`src/rtl/cordic_host_seq.sv`:
```
// Request sequencer for a single CORDIC core: issues one operation and reads
// both result halves back. The response goes out on a valid/ready stream.
module cordic_host_seq #(
    parameter int unsigned TIMEOUT_CYCLES = 15,
    parameter int unsigned CNT_W          = 4
) (
    input  logic               clk,
    input  logic               rst,
    input  logic               req_valid,
    output logic               req_ready,
    input  logic               req_mode,
    input  logic [9:0]         req_operand,
    output logic               rsp_valid,
    input  logic               rsp_ready,
    output logic signed [10:0] rsp_a,
    output logic signed [10:0] rsp_b,
    output logic               rsp_err,
    output logic               busy,
    output logic               core_rst,
    output logic               core_mode,
    output logic [9:0]         core_in_val,
    output logic               core_out_toggle,
    input  logic signed [10:0] core_val,
    input  logic               core_done
);

    localparam int unsigned OP_W  = 10;
    localparam int unsigned VAL_W = 11;
    localparam logic [CNT_W-1:0] CNT_LAST = CNT_W'(TIMEOUT_CYCLES - 1);

    typedef enum logic [2:0] {
        IDLE,
        RUN,
        READ_A,
        READ_B,
        RESP
    } state_e;

    state_e                   state_q, state_d;
    logic [CNT_W-1:0]         cnt_q, cnt_d;
    logic                     req_ready_q, req_ready_d;
    logic                     rsp_valid_q, rsp_valid_d;
    logic signed [VAL_W-1:0]  rsp_a_q, rsp_a_d;
    logic signed [VAL_W-1:0]  rsp_b_q, rsp_b_d;
    logic                     rsp_err_q, rsp_err_d;
    logic                     busy_q, busy_d;
    logic                     core_rst_q, core_rst_d;
    logic                     core_mode_q, core_mode_d;
    logic [OP_W-1:0]          core_in_val_q, core_in_val_d;
    logic                     core_out_toggle_q, core_out_toggle_d;

    // State and output registers
    always_ff @(posedge clk) begin
        if (rst) begin
            state_q           <= IDLE;
            cnt_q             <= '0;
            req_ready_q       <= 1'b1;
            rsp_valid_q       <= 1'b0;
            rsp_a_q           <= '0;
            rsp_b_q           <= '0;
            rsp_err_q         <= 1'b0;
            busy_q            <= 1'b0;
            core_rst_q        <= 1'b1;
            core_mode_q       <= 1'b0;
            core_in_val_q     <= '0;
            core_out_toggle_q <= 1'b0;
        end else begin
            state_q           <= state_d;
            cnt_q             <= cnt_d;
            req_ready_q       <= req_ready_d;
            rsp_valid_q       <= rsp_valid_d;
            rsp_a_q           <= rsp_a_d;
            rsp_b_q           <= rsp_b_d;
            rsp_err_q         <= rsp_err_d;
            busy_q            <= busy_d;
            core_rst_q        <= core_rst_d;
            core_mode_q       <= core_mode_d;
            core_in_val_q     <= core_in_val_d;
            core_out_toggle_q <= core_out_toggle_d;
        end
    end

    // Next-state and next-output logic
    always_comb begin
        state_d           = state_q;
        cnt_d             = cnt_q;
        req_ready_d       = req_ready_q;
        rsp_valid_d       = rsp_valid_q;
        rsp_a_d           = rsp_a_q;
        rsp_b_d           = rsp_b_q;
        rsp_err_d         = rsp_err_q;
        core_rst_d        = core_rst_q;
        core_mode_d       = core_mode_q;
        core_in_val_d     = core_in_val_q;
        core_out_toggle_d = core_out_toggle_q;

        case (state_q)
            IDLE: begin
                core_rst_d = 1'b1;
                if (req_valid && req_ready_q) begin
                    core_mode_d   = req_mode;
                    core_in_val_d = req_operand;
                    cnt_d         = '0;
                    core_rst_d    = 1'b0;
                    req_ready_d   = 1'b0;
                    state_d       = RUN;
                end
            end
            RUN: begin
                // done wins over a timeout landing on the same cycle
                if (core_done) begin
                    core_out_toggle_d = 1'b1;
                    state_d           = READ_A;
                end else if (cnt_q == CNT_LAST) begin
                    rsp_err_d   = 1'b1;
                    rsp_a_d     = '0;
                    rsp_b_d     = '0;
                    core_rst_d  = 1'b1;
                    rsp_valid_d = 1'b1;
                    state_d     = RESP;
                end else begin
                    cnt_d = cnt_q + CNT_W'(1);
                end
            end
            READ_A: begin
                rsp_a_d           = core_val;
                core_out_toggle_d = 1'b0;
                state_d           = READ_B;
            end
            READ_B: begin
                rsp_b_d     = core_val;
                rsp_err_d   = 1'b0;
                rsp_valid_d = 1'b1;
                core_rst_d  = 1'b1;
                state_d     = RESP;
            end
            RESP: begin
                if (rsp_ready) begin
                    rsp_valid_d = 1'b0;
                    req_ready_d = 1'b1;
                    state_d     = IDLE;
                end
            end
            default: begin
                state_d = IDLE;
            end
        endcase

        busy_d = (state_d != IDLE);
    end

    assign req_ready       = req_ready_q;
    assign rsp_valid       = rsp_valid_q;
    assign rsp_a           = rsp_a_q;
    assign rsp_b           = rsp_b_q;
    assign rsp_err         = rsp_err_q;
    assign busy            = busy_q;
    assign core_rst        = core_rst_q;
    assign core_mode       = core_mode_q;
    assign core_in_val     = core_in_val_q;
    assign core_out_toggle = core_out_toggle_q;

endmodule

```
`config.mk`:
```
export PLATFORM = sky130hd
export DESIGN_NAME = cordic_host_seq
export DESIGN_NICKNAME = d
export VERILOG_FILES = /design/src/rtl/cordic_host_seq.sv
export SDC_FILE = /design/constraint.sdc
export NUM_CORES = 1
export LEC_CHECK = 0
export BUFFER_PORTS_ARGS = -buffer_cell sky130_fd_sc_hd__buf_2
export CAP_MARGIN = 10
export CORE_ASPECT_RATIO = 1.25
export CORE_MARGIN = 4
export CORE_UTILIZATION = 28
export CTS_CLUSTER_DIAMETER = 50
export CTS_CLUSTER_SIZE = 10
export DETAILED_ROUTE_END_ITERATION = 8
export PLACE_DENSITY = 0.61
export SYNTH_ARGS = -nofsm -noshare
export SYNTH_HDL_FRONTEND = slang
export SYNTH_SLANG_ARGS = --single-unit
export TNS_END_PERCENT = 30
```
`constraint.sdc`:
```
create_clock -name clk -period 3.71 [get_ports clk]
set_input_delay 0.1855 -clock clk [delete_from_list [all_inputs] [get_ports clk]]
set_output_delay 0.1855 -clock clk [all_outputs]
set_load 0.005 [all_outputs]
```
==> results.py <==
metrics = {
    "outcome": {
        "status": "complete, no violations",
    },
    "global_routing": {
        "grt_pass1_vias": 1425,
        "grtUsageTotal_pct": 11.3,
        "grt_pass1_wl_um": 6690,
        "grt_max_degree": 36,
        "overflow": 0,
        "antenna_found_initial": 0,
    },
    "routing": {
        "wl_per_cell_um": 13.2,
        "dr.pass1.iters": 5,
        "num_vias": 1477,
        "drt_drc_violations_left": 0,
        "routed_wl_um": 4210,
        "dr.first_iter.drc_count": 91,
        "vias_per_cell": 4.63,
        "ant_nets": 0,
    },
    "sta": {
        "slew_headroom_pct": 31.2,
        "fin_skew_ns": 0.00993,
        "rsz0062_at_grt": "no",
        "hold_viol_final": 0,
        "postLayoutSetupSlackWorst_ns": 1.64,
        "drv_slew": 0,
        "fin_crit_ns": 2.07,
        "period_share_pct": 55.8,
        "finalSetupTns_ns": 0,
        "setup_viol": 0,
        "fmax_mhz": 483,
        "tightest_slew_ns": 1.02,
    },
    "critical_path": {
        "required_ns": 3.95,
        "reg2reg_depth": 6,
        "timing.rr.end": "rsp_b[10]",
        "r2r_start": "cnt_q[0]",
        "cp-end-kind": "flop",
        "crit_slowest_cell": "nor2b_1",
        "cp.arrival_ns": 2.31,
        "crit_chain": "inv_1 > ha_1 > and4b_1 > o21ai_0 > nor2b_1 > a22o_1",
        "crit_path_start_kind": "flop",
        "crit_path_start": "cnt_q[0]",
        "slowest_delay_ns": 0.68,
        "r2r_slack_ns": 1.64,
        "worstSetupPathType": "flop to flop",
        "crit_fanout": 12,
    },
    "power_and_ir_drop": {
        "power.total_uw": 1010,
        "p_switching_uw": 263,
        "irDropWorstVdd_mv": 0.298,
        "sequentialPowerShare_pct": 53.6,
        "swShare_pct": 26.1,
        "p_int_uw": 744,
        "leakagePower_uw": 0.00100,
        "powerDensity_nw_per_um2": 453,
        "p_clk_share_pct": 31.8,
        "combPwrFrac_pct": 14.5,
    },
    "hold_path": {
        "hold_start": "core_val[8]",
        "holdPathEnd": "rsp_b[8]",
        "worstHoldPathType": "input port to flop",
        "worstHoldPathCells": 2,
    },
    "synthesis": {
        "synth_top_area_share_pct": 52.7,
        "syn-cell-area_um2": 1750,
        "synth-seq-cells": 46,
        "synth_cell_type_count": 37,
        "ys_warn_count": 0,
        "syn_nets": 204,
        "synth_edf_count": 0,
        "syn_inst": 175,
        "ys_top_cells_by_area": "dfxtp_1, mux2i_1, a22o_1",
        "yosysSeqAreaShare_pct": 52.7,
        "synth.largest_area_cell": "dfxtp_1",
        "async_flop_share_pct": 0,
        "synthesis.area_per_instance_um2": 9.98,
        "synth_ff_type": "dfxtp_1",
    },
    "finish": {
        "area_growth_pct": 27.3,
        "diodes": 0,
        "multi_input_area_um2": 753,
        "drive_gt1_share_pct": 32.5,
        "final_cells": 319,
        "seq_area_um2": 921,
        "final_common_cell": "buf_2",
        "final_cell_mix": "buf_2, dfxtp_1, nor2_1",
        "nNetsFinal": 265,
        "n_fill_cell": 594,
    },
    "clock_network": {
        "clkLatencyLatePin_ns": 0.30,
        "cts_setup_buffers": 0,
        "clock_path_buffers": 2,
        "cts_resized": 0,
        "root_buffer": "clkbuf_8",
        "postCtsHoldBufs": 0,
        "cts_tree": "done",
        "clkTransAtPathRegs_ns": 0.09,
        "clock_sinks": 46,
        "htree_levels": 2,
        "cts_buffers": 5,
    },
    "floorplan": {
        "std_cell_rows": 31,
        "dieArea_um2": 7570,
        "pin_count": 66,
        "die_h_um": 96.3,
        "initial_utilization_pct": 29.4,
        "dieWidth_um": 78.6,
        "core-area_um2": 5930,
    },
    "place": {
        "dp.final_hpwl_um": 3080,
        "port_buffers": 65,
        "gp_congestion": 0.765,
        "placedCellCount": 311,
        "place_ws_ns": 1.65,
    },
    "flow_run": {
        "maxCapViolations": 0,
    },
}
## layer usage
layer	vias to the layer above	share of wire, %	track usage (%)
met5	-	0	0
met4	0	2.1	6.56
met3	6	5.1	2.72
met2	42	52	20.0
met1	682	41	12.4
li1	747	-	-
## stage by stage
| stage | util [%] | hold slack (ns) | cell area, um2 |
|---|---|---|---|
| final | 37.5 | 0.111 | 2220 |
| after global placement | 35.9 | 0.417 | 2130 |
| after floorplan | - | 0.311 | 1750 |
| after CTS | 37.5 | 0.105 | 2220 |
| after global routing | 37.5 | 0.109 | 2220 |
| after detailed placement | 35.9 | 0.416 | 2130 |
## sequential cells by signal, indices dropped and copies added, names as in the netlist
register	cells
core_out_toggle	1
core_rst	1
state_q	3
rsp_err	1
core_mode	1
cnt_q	4
rsp_b	11
busy	1
req_ready	1
rsp_valid	1
core_in_val	10
rsp_a	11
## critical path: cells and delay by family, from the launching register on
family	cells	cell delay, ns
AND/OR/NAND/NOR	2	0.91
AO/OA/AOI/OAI	2	0.46
flip-flops	1	0.38
adder cells (fa/ha/maj)	1	0.20
buffers and inverters	1	0.07
## cell families after synthesis
group           after synthesis  share of synthesized area [%]
mux                          12                           6.88
fa+ha+maj                     2                           1.43
buf+inv                      17                           4.51
compound gates               48                           20.1
flops                        46                           52.7
simple gates                 50                           14.4
## power groups by stage
stage / Combinational [uW] / Sequential, uW / Clock (uW)
after global placement: 148 / 551 / 0
after floorplan: 96.2 / 549 / 0
after global routing: 164 / 544 / 352
final: 146 / 540 / 321
after CTS: 149 / 540 / 332
after detailed placement: 148 / 551 / 0
## cells in the mapped netlist (3+ instances only)
cell,number
inv_1,5
dfxtp_1,46
buf_2,3
mux2i_1,12
a22oi_1,11
clkbuf_1,7
a21oi_1,7
a22o_1,12
nor2_1,25
nand2_1,8
o21ai_0,6
## final cells by class
class,instances,area share (%)
sequential,46,41.4
multi-input combinational,112,33.9
timing repair buffer,66,15.0
tap,82,4.61
clock buffer,7,3.88
inverter,5,0.844
clock inverter,1,0.394
## worst max path at each step
stage | endpoint | depth (start not counted) | slack (ns)
2_1_floorplan | cnt_q[3] | 6 | 2.13
3_3_place_gp | rsp_b[6] | 6 | 1.70
3_5_place_dp | rsp_b[8] | 6 | 1.65
4_1_cts | rsp_b[3] | 6 | 1.62
5_1_grt | rsp_b[10] | 6 | 1.36
6_report | rsp_b[10] | 6 | 1.64
(Power assumes the default switching activity.)
